===== config.mk =====
export PLATFORM = sky130hd
export DESIGN_NAME = condicionador_botoes
export DESIGN_NICKNAME = d
export VERILOG_FILES = /design/src/rtl/pong_pkg.sv /design/src/rtl/debounce_botao.sv /design/src/rtl/condicionador_botoes.sv
export SDC_FILE = /design/constraint.sdc
export NUM_CORES = 1
export LEC_CHECK = 0
export CAP_MARGIN = 25
export CORE_ASPECT_RATIO = 0.5
export CORE_MARGIN = 1
export CORE_UTILIZATION = 40
export DETAILED_ROUTE_END_ITERATION = 8
export PLACE_DENSITY = 0.6
export SLEW_MARGIN = 20
export SYNTH_ARGS = -nofsm -noshare
export SYNTH_HDL_FRONTEND = slang
export SYNTH_SLANG_ARGS = --single-unit

===== constraint.sdc =====
create_clock -name clock -period 3.56 [get_ports clock]
set_input_delay 0.534 -clock clock [delete_from_list [all_inputs] [get_ports clock]]
set_output_delay 0.534 -clock clock [all_outputs]
set_load 0.005 [all_outputs]

===== src/rtl/pong_pkg.sv =====
// pong_pkg: constants and types shared by the Pong input stage.
//   - Button bit indices (board button order on botoes_n / nivel / pulso / mover).
//   - Debounce FSM state encoding.
//   - Default timing constants, sized for a 50 MHz clock.
//   - max_u helper used to size the auto-repeat counter.
package pong_pkg;

    localparam int unsigned NUM_BOTOES = 6;
    localparam int unsigned NUM_PADDLE = 4;

    localparam int unsigned BTN_ESQ_CIMA  = 0;
    localparam int unsigned BTN_ESQ_BAIXO = 1;
    localparam int unsigned BTN_DIR_CIMA  = 2;
    localparam int unsigned BTN_DIR_BAIXO = 3;
    localparam int unsigned BTN_PAUSA     = 4;
    localparam int unsigned BTN_INICIAR   = 5;

    localparam int unsigned DEBOUNCE_CICLOS_PADRAO = 50000;     // 1 ms
    localparam int unsigned REPEAT_ATRASO_PADRAO   = 15000000;  // 300 ms
    localparam int unsigned REPEAT_PERIODO_PADRAO  = 5000000;   // 100 ms

    typedef enum logic [1:0] {
        StSolto         = 2'd0,
        StConfirmaPress = 2'd1,
        StPressionado   = 2'd2,
        StConfirmaSolta = 2'd3
    } estado_debounce_t;

    function automatic int unsigned max_u(input int unsigned a, input int unsigned b);
        return (a > b) ? a : b;
    endfunction

endpackage


===== src/rtl/debounce_botao.sv =====
// debounce_botao: conditions one raw active-low pushbutton.
//   2-flop synchronizer (reset to released) followed by a debounce FSM that accepts a level
//   change only after DEBOUNCE_CICLOS consecutive agreeing samples.
// Ports:
//   clock, reset     system clock, asynchronous active-low reset
//   botao_n          raw button, active-low, asynchronous to clock
//   nivel            registered debounced level, active-high
//   pulso            registered one-cycle pulse on each accepted press
//   nivel_prox       value nivel takes at the next edge (lets the parent register outputs
//   pulso_prox       aligned with nivel/pulso)
module debounce_botao
    import pong_pkg::*;
#(
    parameter int unsigned DEBOUNCE_CICLOS = DEBOUNCE_CICLOS_PADRAO
) (
    input  logic clock,
    input  logic reset,
    input  logic botao_n,
    output logic nivel,
    output logic pulso,
    output logic nivel_prox,
    output logic pulso_prox
);

    localparam int unsigned  CW         = $clog2(DEBOUNCE_CICLOS + 1);
    localparam logic [CW-1:0] CNT_ULTIMO = CW'(DEBOUNCE_CICLOS - 1);

    logic [1:0]       sinc_q;
    logic             apertado;
    estado_debounce_t estado_q, estado_d;
    logic [CW-1:0]    cnt_q, cnt_d;
    logic             nivel_q, pulso_q;

    always_ff @(posedge clock or negedge reset) begin
        if (!reset) begin
            sinc_q <= 2'b11;
        end else begin
            sinc_q <= {sinc_q[0], botao_n};
        end
    end

    assign apertado = ~sinc_q[1];

    // The counter holds the number of agreeing samples already seen in a CONFIRMA state; it is 0
    // in SOLTO/PRESSIONADO, so the first disagreeing sample counts as sample 1 (DEBOUNCE_CICLOS=1
    // accepts immediately). The >= keeps it saturating.
    always_comb begin
        estado_d = estado_q;
        cnt_d    = cnt_q;
        unique case (estado_q)
            StSolto, StConfirmaPress: begin
                if (apertado) begin
                    if (cnt_q >= CNT_ULTIMO) begin
                        estado_d = StPressionado;
                        cnt_d    = '0;
                    end else begin
                        estado_d = StConfirmaPress;
                        cnt_d    = cnt_q + 1'b1;
                    end
                end else begin
                    estado_d = StSolto;
                    cnt_d    = '0;
                end
            end
            StPressionado, StConfirmaSolta: begin
                if (!apertado) begin
                    if (cnt_q >= CNT_ULTIMO) begin
                        estado_d = StSolto;
                        cnt_d    = '0;
                    end else begin
                        estado_d = StConfirmaSolta;
                        cnt_d    = cnt_q + 1'b1;
                    end
                end else begin
                    estado_d = StPressionado;
                    cnt_d    = '0;
                end
            end
            default: begin
                estado_d = StSolto;
                cnt_d    = '0;
            end
        endcase
    end

    assign nivel_prox = (estado_d == StPressionado) || (estado_d == StConfirmaSolta);
    assign pulso_prox = nivel_prox & ~nivel_q;

    always_ff @(posedge clock or negedge reset) begin
        if (!reset) begin
            estado_q <= StSolto;
            cnt_q    <= '0;
            nivel_q  <= 1'b0;
            pulso_q  <= 1'b0;
        end else begin
            estado_q <= estado_d;
            cnt_q    <= cnt_d;
            nivel_q  <= nivel_prox;
            pulso_q  <= pulso_prox;
        end
    end

    assign nivel = nivel_q;
    assign pulso = pulso_q;

endmodule


===== src/rtl/condicionador_botoes.sv =====
// condicionador_botoes: input-conditioning stage for the Pong board buttons.
//   Six debounce_botao instances give clean levels and press pulses; the four paddle bits also
//   get auto-repeat move pulses, suppressed while both buttons of the same paddle are held.
// Ports:
//   clock, reset   system clock, asynchronous active-low reset
//   botoes_n[5:0]  raw active-low buttons: esq_cima, esq_baixo, dir_cima, dir_baixo, pausa, iniciar
//   nivel[5:0]     debounced level, active-high
//   pulso[5:0]     one-cycle pulse per accepted press
//   mover[3:0]     paddle-move pulses (press + auto-repeat, conflict-suppressed)
module condicionador_botoes
    import pong_pkg::*;
#(
    parameter int unsigned DEBOUNCE_CICLOS = DEBOUNCE_CICLOS_PADRAO,
    parameter int unsigned REPEAT_ATRASO   = REPEAT_ATRASO_PADRAO,
    parameter int unsigned REPEAT_PERIODO  = REPEAT_PERIODO_PADRAO
) (
    input  logic                  clock,
    input  logic                  reset,
    input  logic [NUM_BOTOES-1:0] botoes_n,
    output logic [NUM_BOTOES-1:0] nivel,
    output logic [NUM_BOTOES-1:0] pulso,
    output logic [NUM_PADDLE-1:0] mover
);

    localparam int unsigned   RW             = $clog2(max_u(REPEAT_ATRASO, REPEAT_PERIODO) + 1);
    localparam logic [RW-1:0] ATRASO_ULTIMO  = RW'(REPEAT_ATRASO - 1);
    localparam logic [RW-1:0] PERIODO_ULTIMO = RW'(REPEAT_PERIODO - 1);

    logic [NUM_BOTOES-1:0] nivel_prox, pulso_prox;
    logic                  unused_prox;

    for (genvar gi = 0; gi < NUM_BOTOES; gi++) begin : g_botao
        debounce_botao #(
            .DEBOUNCE_CICLOS(DEBOUNCE_CICLOS)
        ) u_debounce (
            .clock     (clock),
            .reset     (reset),
            .botao_n   (botoes_n[gi]),
            .nivel     (nivel[gi]),
            .pulso     (pulso[gi]),
            .nivel_prox(nivel_prox[gi]),
            .pulso_prox(pulso_prox[gi])
        );
    end

    // pausa/iniciar have no move output.
    assign unused_prox = ^{nivel_prox[BTN_INICIAR], nivel_prox[BTN_PAUSA],
                           pulso_prox[BTN_INICIAR], pulso_prox[BTN_PAUSA]};

    // Index [0] is the left paddle, [1] the right one.
    logic [1:0]            conflito_d, conflito_q;
    logic [RW-1:0]         rep_cnt_q [NUM_PADDLE];
    logic [RW-1:0]         rep_cnt_d [NUM_PADDLE];
    logic [NUM_PADDLE-1:0] periodico_q, periodico_d;
    logic [NUM_PADDLE-1:0] mover_q, mover_d;

    // Computed from next-state levels so mover lines up with the registered pulso.
    assign conflito_d[0] = nivel_prox[BTN_ESQ_CIMA] & nivel_prox[BTN_ESQ_BAIXO];
    assign conflito_d[1] = nivel_prox[BTN_DIR_CIMA] & nivel_prox[BTN_DIR_BAIXO];

    // rep_cnt counts edges since the last move (or since the timing anchor); periodico selects
    // whether the next move is the first repeat (ATRASO) or a subsequent one (PERIODO).
    always_comb begin
        mover_d     = '0;
        periodico_d = periodico_q;
        for (int i = 0; i < NUM_PADDLE; i++) begin
            rep_cnt_d[i] = rep_cnt_q[i];
            // Timing anchor: released, in conflict, fresh press, or a conflict just ending (the
            // survivor restarts without an immediate move).
            if (!nivel_prox[i] || conflito_d[i/2] || pulso_prox[i] || conflito_q[i/2]) begin
                rep_cnt_d[i]   = '0;
                periodico_d[i] = 1'b0;
                mover_d[i]     = pulso_prox[i] & ~conflito_d[i/2];
            end else if (rep_cnt_q[i] >= (periodico_q[i] ? PERIODO_ULTIMO : ATRASO_ULTIMO)) begin
                rep_cnt_d[i]   = '0;
                periodico_d[i] = 1'b1;
                mover_d[i]     = 1'b1;
            end else begin
                rep_cnt_d[i]   = rep_cnt_q[i] + 1'b1;
            end
        end
    end

    always_ff @(posedge clock or negedge reset) begin
        if (!reset) begin
            conflito_q  <= '0;
            periodico_q <= '0;
            mover_q     <= '0;
            for (int i = 0; i < NUM_PADDLE; i++) begin
                rep_cnt_q[i] <= '0;
            end
        end else begin
            conflito_q  <= conflito_d;
            periodico_q <= periodico_d;
            mover_q     <= mover_d;
            for (int i = 0; i < NUM_PADDLE; i++) begin
                rep_cnt_q[i] <= rep_cnt_d[i];
            end
        end
    end

    assign mover = mover_q;

endmodule


==> flow_summary.toml <==
[min_path]
min_path_type = "reg2reg"

[yosys]
yosysWarnings = 0
yosys-top-cells-area = "dfrtp_1 48%, xor2_1 7.4%, nor2_1 6.9%"
yosysSeqAreaShare_pct = 50.67
ys_seq_elements = 226
synth_nets = 1166
syn_avg_cell_area_um2 = 10.03
synth.largest_area_cell = "dfrtp_1"
syn_area_um2 = 11190
synth-edff-count = 0
synth_top_area_share_pct = 47.85
synth_cells = 1116
synth_cell_types = 59
async_flop_share_pct = 100.0
synthFlopType = "dfrtp_1"

[clocking]
clkSinkCount = 226
htreeDepth = 1
numCtsBuffers = 23
ctsHoldBuffers = 1
root_buffer = "clkbuf_16"
cts_resized = 0
cts_tree = "done"
post_cts_buffers = 0
path_clk_slew_ps = 70
cts.path.max_buffers = 3
worstSkewPairLatency_ps = 520

[floorplan]
initial_core_util_pct = 41.51
die_x_um = 238.5
die_h_um = 120.3
placementRows = 42
core_um2 = 26960
ios = 24
dieArea_um2 = 28690

[timing]
rsz0062_at_grt = "no"
fin_ws_ps = 596.7
finalCritPeriodShare_pct = 83.24
fin_setup_tns_ps = 0
fmax_ghz = 0.3375
worstMarginPinSlew_ps = 776.0
fin_skew_ps = 10.40
period_needed_ps = 2963
finalHoldWorstSlack_ps = 353.1
slew_headroom_pct = 48.27
setup_viol = 0
finalHoldViolations = 0
drv_slew = 0

[grt]
grt_pass1_wl_mm = 36.12
grtUsageTotal_pct = 14.88
antenna_found_initial = 0
grt_pass1_vias = 7797
grt_overflow_total = 0
grt_max_degree = 71

[place]
hpwl_mm = 13.54
io_buffers = 23
dp_slack_ps = 601.0
gp_congestion = 0.7963

[drt]
totalWireLength_mm = 19.95
dr.pass1.iters = 4
post_drt_wl_per_cell_um = 13.05
drt_iter0_drc = 437
vias = 7677
vias_per_cell = 5.021
drc_errors = 0
drtAntennaViolNets = 0

[finish]
mostFrequentLayoutCell = "dfrtp_1"
nets = 1189
area_growth_pct = 12.13
mostFrequentLayoutCells = "214 x dfrtp_1, 205 x nor2_1, 95 x xor2_1"
antenna_cells = 0
drive_above_1_share_pct = 7.706
fillCellCount = 2493

[critical_path]
crit_fanout = 24
crit_path_end_kind = "flop"
worstPathRequired_ps = 3990
cp-start-kind = "flop"
path_class = "reg2reg"
rrSetupSlack_ps = 600
crit_arrival_ps = 3400

[run_status]
outcome = "complete, no violations"

[power_and_ir_drop]
max-vdd-ir-drop_mv = 0.2757
power_leakage_nw = 5.266
powerDensity_nw_per_um2 = 414.7

[run]
drv_cap = 0
[area by class of cell]
cell class	count	area, µm²	share of cell area [%]
clock buffers	27	610.6	4.866
clock inverters	14	162.7	1.296
inverters	28	105.1	0.8376
multi-input cells	829	5209	41.51
flip-flops and latches	226	5670	45.19
well taps	374	467.9	3.729
repair buffers	31	322.8	2.573
[critical path, stage by stage, from the launching register on]
cell      delay [ps]
dfrtp_1          410
or4_1            540
o211ai_1         290
mux2i_1          420
inv_2             70
or4_1            910
nor2_1           230
[routing by layer]
metal	global-route usage [%]	wire length [µm]	up-vias
met5	0	0	-
met4	4.527	479	0
met3	2.900	552	34
met2	24.74	9263	78
met1	19.70	9655	3723
li1	-	-	3842
[kinds of logic (layout without fill, tap and decap cells)]
family,Yosys count,in the layout,share of synthesized area (%)
AOI/OAI and AO/OA,85,85,5.311
xor gates and xnor gates,162,162,12.68
adders and majority gates,42,42,4.696
buffers and inverters,61,100,2.784
DFF,226,226,50.67
muxes,2,2,0.1789
and+or+nand+nor,538,538,23.68
[worst paths after layout]
check,start,to,depth (start not counted)
hold reg to reg,g_botao[1].u_debounce.sinc_q[0],g_botao[1].u_debounce.sinc_q[1],0
setup / recovery,g_botao[1].u_debounce.cnt_q[12],rep_cnt_q[87],6
min in group asynchronous,reset,g_botao[3].u_debounce.cnt_q[4],2
hold / removal,g_botao[1].u_debounce.sinc_q[0],g_botao[1].u_debounce.sinc_q[1],0
setup reg to reg,g_botao[1].u_debounce.cnt_q[12],rep_cnt_q[87],6
max in group asynchronous,reset,g_botao[5].u_debounce.sinc_q[1],3
[synthesized netlist by cell type (all sizes together), types with 3 or more instances]
master	n
nor2	225
dfrtp	214
xor2	95
nand2	81
nand3	76
xnor2	67
ha	42
and3	36
nor3	34
inv	28
nand4	21
and4	20
buf	20
a21oi	19
o21ai	18
clkbuf	13
or3	13
dfstp	12
a31oi	11
o211ai	10
and2	7
nor4	6
a211oi	5
o21a	4
or4	4
a311o	3
nor2b	3
o41ai	3
or4b	3
[state kept, by name, summed over array words and instances (netlist names)]
signal                       cells
g_botao.u_debounce.sinc_q       12
g_botao.u_debounce.pulso         6
g_botao.u_debounce.estado_q      6
mover                            4
conflito_q                       2
g_botao.u_debounce.cnt_q        96
rep_cnt_q                       96
periodico_q                      4
[where the power goes]
group	leakage [nW]	internal, W	total, W	switching [W]
clock network	0.371	0.00145	0.00247	0.00102
logic	1.79	0.0000326	0.000113	0.0000801
registers	3.10	0.00260	0.00262	0.0000255
[metrics by stage]
stage	total power [W]	util [%]	area, µm²	cells
finish	0.005204	46.55	12550	1529
global route	0.005430	46.55	12550	1529
CTS	0.005309	46.55	12550	1529
detailed placement	0.002787	43.64	11770	1487
global placement	0.002784	43.64	11770	1487
floorplan	0.002706	-	11190	1116
Power figures use the tool's default switching activity.
